## config.mk

```make
export PLATFORM = sky130hd
export DESIGN_NAME = bcd_scan_driver4_flat
export DESIGN_NICKNAME = d
export VERILOG_FILES = /design/src/rtl/bcd_scan_driver4_if.sv /design/src/rtl/bcd_scan_driver4.sv /design/src/flat_wrapper.sv
export SDC_FILE = /design/constraint.sdc
export NUM_CORES = 1
export LEC_CHECK = 0
export ABC_AREA = 1
export ABC_CLOCK_PERIOD_IN_PS = 1800
export BUFFER_PORTS_ARGS = -buffer_cell sky130_fd_sc_hd__buf_2
export CELL_PAD_IN_SITES_DETAIL_PLACEMENT = 1
export CELL_PAD_IN_SITES_GLOBAL_PLACEMENT = 1
export CORE_MARGIN = 2
export CORE_UTILIZATION = 40
export CTS_CLUSTER_SIZE = 10
export DETAILED_ROUTE_END_ITERATION = 8
export GPL_TIMING_DRIVEN = 0
export PLACE_DENSITY = 0.82
export SLEW_MARGIN = 15
export SYNTH_ARGS = -nofsm -noshare
export SYNTH_HDL_FRONTEND = slang
export SYNTH_SLANG_ARGS = --single-unit
```

## constraint.sdc

```tcl
create_clock -name clk -period 1.8 [get_ports clk]
set_input_delay 0.27 -clock clk [delete_from_list [all_inputs] [get_ports clk]]
set_output_delay 0.27 -clock clk [all_outputs]
set_load 0.01 [all_outputs]
```

## src/rtl/bcd_scan_driver4_if.sv

```systemverilog
// -----------------------------------------------------------------------------
// bcd_scan_driver4_if
// Load/status bundle between a value producer and bcd_scan_driver4.
//   load  : producer -> driver, one-cycle strobe to capture value
//   value : producer -> driver, 14-bit unsigned binary value
//   busy  : driver -> producer, conversion in progress (load ignored)
//   done  : driver -> producer, one-cycle pulse as the digits update
//   ovf   : driver -> producer, last accepted value exceeded 9999
// -----------------------------------------------------------------------------
interface bcd_scan_driver4_if;
   logic        load;
   logic [13:0] value;
   logic        busy;
   logic        done;
   logic        ovf;

   modport master (output load, output value, input busy, input done, input ovf);
   modport slave  (input load, input value, output busy, output done, output ovf);
endinterface

```

## src/rtl/bcd_scan_driver4.sv

```systemverilog
// -----------------------------------------------------------------------------
// bcd_scan_driver4
// Converts a 14-bit binary value to four BCD digits with a sequential
// shift-add-3 engine and time-multiplexes them onto one digit bus for a
// 4-digit common-anode display driven through a BCD-to-7-segment decoder.
//
// Ports:
//   clk    : system clock, rising edge
//   rst    : synchronous, active-high reset
//   bus    : bcd_scan_driver4_if.slave (load, value, busy, done, ovf)
//   digit  : BCD nibble of the selected digit, 4'hF = blank
//   an_n   : active-low digit enables, bit0 = least significant digit
//
// Parameters:
//   SCAN_DIV : clk cycles each digit stays selected (>= 1)
//
// Optional build macro:
//   LEADING_ZERO_BLANK_EN : blank zero digits above the most significant
//                           nonzero digit (d0 is never blanked)
// -----------------------------------------------------------------------------
module bcd_scan_driver4 #(
   parameter int SCAN_DIV = 50000
) (
   input  logic              clk,
   input  logic              rst,
   bcd_scan_driver4_if.slave bus,
   output logic [3:0]        digit,
   output logic [3:0]        an_n
);

   localparam int DIV_W = (SCAN_DIV > 1) ? $clog2(SCAN_DIV) : 1;
   localparam logic [DIV_W-1:0] DIV_LAST = DIV_W'(SCAN_DIV - 1);

   typedef enum logic [1:0] {IDLE, CONV, DONE} state_t;

   state_t          state_q, state_d;
   logic [13:0]     sh_q, sh_d;
   logic [15:0]     acc_q, acc_d;
   logic [3:0]      cnt_q, cnt_d;
   logic            ovf_pend_q, ovf_pend_d;
   logic            ovf_q, ovf_d;
   logic [3:0][3:0] d_q, d_d;
   logic [DIV_W-1:0] div_q, div_d;
   logic [1:0]      idx_q, idx_d;

   logic [15:0]     acc_adj;
   logic [3:0][3:0] dig_norm;
   logic            busy, done;

   // Add-3 correction on every nibble that would overflow past 9 when doubled.
   // NOTE: every combinational output gets a default before any branch, so no
   // path leaves it unassigned and no latch is inferred.
   always_comb begin
      acc_adj = acc_q;
      for (int n = 0; n < 4; n++) begin
         if (acc_q[4*n +: 4] >= 4'd5)
            acc_adj[4*n +: 4] = acc_q[4*n +: 4] + 4'd3;
      end
   end

   // Digit values for a normal (<= 9999) result.
   always_comb begin
      dig_norm = acc_q;
`ifdef LEADING_ZERO_BLANK_EN
      if (acc_q[15:12] == 4'd0) begin
         dig_norm[3] = 4'hF;
         if (acc_q[11:8] == 4'd0) begin
            dig_norm[2] = 4'hF;
            if (acc_q[7:4] == 4'd0)
               dig_norm[1] = 4'hF;
         end
      end
`endif
   end

   // Conversion FSM: next state, datapath next values and status outputs.
   always_comb begin
      state_d    = state_q;
      sh_d       = sh_q;
      acc_d      = acc_q;
      cnt_d      = cnt_q;
      ovf_pend_d = ovf_pend_q;
      ovf_d      = ovf_q;
      d_d        = d_q;
      busy       = 1'b0;
      done       = 1'b0;
      case (state_q)
         IDLE: begin
            if (bus.load) begin
               sh_d       = bus.value;
               acc_d      = '0;
               cnt_d      = '0;
               ovf_pend_d = (bus.value > 14'd9999);
               state_d    = CONV;
            end
         end
         CONV: begin
            busy  = 1'b1;
            // Shift {acc,sh} left by one using the corrected nibbles.
            acc_d = {acc_adj[14:0], sh_q[13]};
            sh_d  = {sh_q[12:0], 1'b0};
            cnt_d = cnt_q + 4'd1;
            if (cnt_q == 4'd13)
               state_d = DONE;
         end
         DONE: begin
            busy = 1'b1;
            done = 1'b1;
            // Digits change only here, so a partial result is never shown.
            if (ovf_pend_q) begin
               d_d   = {4{4'hF}};
               ovf_d = 1'b1;
            end else begin
               d_d   = dig_norm;
               ovf_d = 1'b0;
            end
            state_d = IDLE;
         end
         default: state_d = IDLE;
      endcase
   end

   // Free-running scan divider, independent of the conversion FSM.
   always_comb begin
      div_d = div_q + DIV_W'(1);
      idx_d = idx_q;
      if (div_q == DIV_LAST) begin
         div_d = '0;
         idx_d = idx_q + 2'd1;
      end
   end

   // NOTE: sequential state uses non-blocking assignments only, so every
   // register samples the pre-edge values regardless of statement order.
   always_ff @(posedge clk) begin
      if (rst) begin
         state_q    <= IDLE;
         sh_q       <= '0;
         acc_q      <= '0;
         cnt_q      <= '0;
         ovf_pend_q <= 1'b0;
         ovf_q      <= 1'b0;
         // NOTE: the digit registers are reset because they are visible on
         // the display; the shift/accumulator datapath is reset only for
         // deterministic simulation, its contents are reloaded on every load.
         d_q        <= '0;
         div_q      <= '0;
         idx_q      <= '0;
      end else begin
         state_q    <= state_d;
         sh_q       <= sh_d;
         acc_q      <= acc_d;
         cnt_q      <= cnt_d;
         ovf_pend_q <= ovf_pend_d;
         ovf_q      <= ovf_d;
         d_q        <= d_d;
         div_q      <= div_d;
         idx_q      <= idx_d;
      end
   end

   assign bus.busy = busy;
   assign bus.done = done;
   assign bus.ovf  = ovf_q;

   // Display outputs decode registers only; load/value cannot reach them.
   assign digit = d_q[idx_q];
   assign an_n  = ~(4'b0001 << idx_q);

endmodule

```

## src/flat_wrapper.sv

```systemverilog
// flat-port wrapper written by rule: the top's interface ports become plain ports
module bcd_scan_driver4_flat 
#(
   parameter int SCAN_DIV = 50000
)
  (clk, rst, digit, an_n, bus_load, bus_value, bus_busy, bus_done, bus_ovf);
  bcd_scan_driver4_if bus_i ();
  input  logic clk;
  input  logic rst;
  output logic [3:0] digit;
  output logic [3:0] an_n;
  input wire logic [$bits(bus_i.load)-1:0] bus_load;
  input wire logic [$bits(bus_i.value)-1:0] bus_value;
  output wire logic [$bits(bus_i.busy)-1:0] bus_busy;
  output wire logic [$bits(bus_i.done)-1:0] bus_done;
  output wire logic [$bits(bus_i.ovf)-1:0] bus_ovf;
  assign bus_i.load = bus_load;
  assign bus_i.value = bus_value;
  assign bus_busy = bus_i.busy;
  assign bus_done = bus_i.done;
  assign bus_ovf = bus_i.ovf;
  bcd_scan_driver4 #(.SCAN_DIV(SCAN_DIV)) u_core (.clk(clk), .rst(rst), .bus(bus_i), .digit(digit), .an_n(an_n));
endmodule
```

==> results.md <==
Clocking:
- The cts-stage hold buffer count is 0.
- In this run, post-CTS repair resized a total of 4 instances.
- The insertion delay to the later sink of the worst-skew pair is 340 ps.
- The clock sink total is 72.
- The post-CTS setup repair buffer count is 0.
- The number of buffers on the longest clock path is 2.
- TritonCTS built the clock tree.
- The clock tree root buffer cell is sky130_fd_sc_hd__clkbuf_8.
- The clock-pin transition on the worst setup and hold timing paths is 70 ps.
- The number of buffers created by CTS is 9.
- The H-tree was split into 3 levels.

Timing:
- The count of pins over their slew limit is 0.
- The worst slew margin relative to its limit is 64.1%.
- The share of the clock period used by the worst path after layout is 92.9%.
- The top achievable clock speed is 0.598 GHz.
- Setup repair after global routing left no endpoint under its margin.
- The number of hold-slack violations in the final timing report is 0.
- The sum of negative setup slack is 0 ps.
- The clock skew is roughly 6.8 ps.
- Setup violations remaining at the end of the flow were counted as 0.
- The transition at the pin with the smallest max-transition slack is around 540 ps.
- The minimum period implied by the final worst setup slack is 1670 ps.

Detailed routing:
- After detailed routing, the number of remaining DRC violations is 0.
- The wire length per cell after detailed routing is 14.0 um.
- For this block, the routed nets add up to 9.67 mm of wire.
- For this block, the via count after detailed routing is 3,581.
- The violation count after the first detailed-route iteration is 73.
- Once detail routing completed, the nets flagged for antenna violations numbered 0.
- The pre-antenna-repair detailed-routing pass consisted of 4 iterations.
- The detailed-route vias per instance is 5.19.

Yosys:
- The number of nets in the synthesized netlist is roughly 570.
- Yosys mapped a number of flops with a built-in enable equal to 0.
- The number of distinct library cell variants in the gate-level netlist after synthesis is 31.
- A synthesized cell averages 6.92 sq um.
- In the synthesized netlist the dominant register cell turns out to be sky130_fd_sc_hd__dfxtp_1.
- The post-synthesis instance area is 0.00371 sq mm.
- In the synthesized netlist, the number of instances is 537.
- Yosys printed 0 warnings.
- The share of synthesized area occupied by flip-flops and latches is 38.8%.
- The synthesized design contains 72 register bits.
- The fraction of synthesis flops using an asynchronous set or reset pin is 0%.

Critical path:
- The type of origin of the critical path is a register.
- The type of the setup path with the least slack is register to output port.
- The largest driver fanout on the critical path is 11.
- At the worst endpoint, the arrival time is roughly 1400 ps.
- The endpoint class of the critical path is an output port.
- The required arrival time at the worst endpoint is 1530 ps.

Power and ir drop:
- The total power divided by cell area is between 1000 and 1500 mW/mm^2.
- For this design the static power due to leakage is 1.79 nW.
- IR analysis of the VDD net gives a maximum drop of 0.439 mV.

Final layout:
- Relative to the synthesized area, the layout overhead comes to 12.4%.
- The repair_antennas step left the layout with diodes totalling 0.
- With fillers left out, the area of the finished cells amounts to 0.00418 sq mm.
- The leading cell type in the layout, fill and taps excluded is sky130_fd_sc_hd__nand2_1.
- The top cell types in the final layout, fill and taps aside, are sky130_fd_sc_hd__nand2_1 (153), sky130_fd_sc_hd__dfxtp_1 (70), sky130_fd_sc_hd__inv_1 (65), sky130_fd_sc_hd__nor2_1 (49), sky130_fd_sc_hd__a21oi_1 (33).
- The number of nets at the end of the flow is 611.
- The finished layout holds 690 standard cells, fillers aside.
- The ratio of cells with drive above 1 in the final layout is 11.7%.

Outcome:
- The flow ran to the end, and the final reports show no timing, DRC or antenna violations.

Placed design:
- The detailed-placement wirelength estimate is 7.39 mm.
- Counting tap cells, the placed design contains a total of 675 instances.
- The number of buffers inserted by port buffering is 27.
- The placed instances occupy a cell area of between 0.003 and 0.004 sq mm.
- The weighted congestion at the end of routability-driven global placement is 0.779.

Floorplan:
- In this run the count of I/O pins placed on the die edge is 28.
- For this configuration, the core starts out at a cell density of 40.8%.
- The overall die height is 100 um.
- The die extent in x is 100 um.
- After floorplanning, the core was sized to cover 0.00911 sq mm.
- The total die area is 0.0101 sq mm.
- After floorplanning, the core was divided into 35 placement rows.

Global route:
- The maximum number of pins on one net before global-route repair is 12.
- After global routing the overflow that remains totals 0.
- In the global route stage, overall resource usage came out at a little over a fifth.
- The number of global-route vias before repair is 3,691.
- The first global-routing pass estimated 17.1 mm of wire.
- The number of antenna violations at the first check in global routing is 0.

Job:
- The number of max-cap violations is 0.

Min path:
- The class of the tightest hold or removal check is input pin to register.
[final timing paths]
check               startpoint          endpoint  slack, ps  cells past startpoint
min                        rst   u_core.idx_q[0]        180                      2
max reg2reg  u_core.state_q[0]  u_core.acc_q[11]        160                      8
min reg2reg    u_core.acc_q[9]   u_core.acc_q[9]        470                      2
max            u_core.idx_q[0]          digit[0]        130                      5
[flip-flops by register name, summed over array words and instances (netlist names)]
name               flops
u_core.acc_q          16
u_core.d_q            16
u_core.div_q          16
u_core.sh_q           14
u_core.cnt_q           4
u_core.idx_q           2
u_core.state_q         2
u_core.bus.ovf         1
u_core.ovf_pend_q      1
[per-stage QoR]
stage	setup WS (ps)	util [%]	hold slack [ps]	power (mW)
after CTS	24.0	45.7	183	4.28
after detailed placement	67.1	43.8	462	3.14
after floorplan	372	-	339	2.78
after global routing	8.33	45.9	182	4.53
final	128	45.9	182	4.25
after global placement	138	43.8	444	3.08
[final cells by class]
type	instances	area, sq um
buffer	19	126
clock buffer	15	166
fill	1218	4930
inverter	70	270
multi-input combinational	376	1900
sequential	72	1440
tap	111	139
timing repair buffer	27	135
[per-layer routing]
metal | up-vias | share of wire (%) | global-route usage (%)
li1 | 1819 | - | -
met1 | 1704 | 47 | 27.0
met2 | 45 | 49 | 35.7
met3 | 13 | 2.7 | 3.27
met4 | 0 | 1.6 | 7.59
met5 | - | 0 | 0
[where the power goes]
group / total (mW) / internal (mW) / leakage (nW) / switching [mW]
clock network: 1.15 / 0.572 / 0.0838 / 0.576
logic: 1.19 / 0.404 / 1.12 / 0.790
registers: 1.91 / 1.79 / 0.586 / 0.117
total: 4.25 / 2.77 / 1.79 / 1.48
[cell families after synthesis]
group | share of synthesized area (%)
fa+ha+maj | 6.40
simple gates | 28.2
flops | 38.8
buf+inv | 10.2
compound gates | 15.5
xor+xnor | 0.943
[worst max-delay path, cell delays in order (launching register included)]
cell,delay [ps]
sky130_fd_sc_hd__dfxtp_2,360
sky130_fd_sc_hd__buf_6,150
sky130_fd_sc_hd__clkinv_4,100
sky130_fd_sc_hd__o21ai_0,190
sky130_fd_sc_hd__o22ai_1,110
sky130_fd_sc_hd__buf_2,150
[cell usage after synthesis (2+ instances only)]
master                     instances  share of area [%]
sky130_fd_sc_hd__inv_1            65                6.6
sky130_fd_sc_hd__o22ai_1           5               0.84
sky130_fd_sc_hd__buf_2             6               0.81
sky130_fd_sc_hd__o211ai_1         16                3.2
sky130_fd_sc_hd__buf_6             4                1.2
sky130_fd_sc_hd__inv_2             3               0.30
sky130_fd_sc_hd__o21ai_0          22                3.0
sky130_fd_sc_hd__buf_1             2               0.20
sky130_fd_sc_hd__nor2_2            2               0.34
sky130_fd_sc_hd__ha_1             19                6.4
sky130_fd_sc_hd__dfxtp_1          72                 39
sky130_fd_sc_hd__nand3_1          29                3.9
sky130_fd_sc_hd__nor2_1           49                5.0
sky130_fd_sc_hd__o21ai_1          10                1.3
sky130_fd_sc_hd__nand4_1          13                2.2
sky130_fd_sc_hd__a31oi_1          13                2.2
sky130_fd_sc_hd__a21oi_1          33                4.4
sky130_fd_sc_hd__xor2_1            3               0.71
sky130_fd_sc_hd__or2_2             2               0.34
sky130_fd_sc_hd__nand2_1         153                 15
sky130_fd_sc_hd__clkbuf_1          6               0.61
No activity file was read; power rests on OpenSTA's default activity.
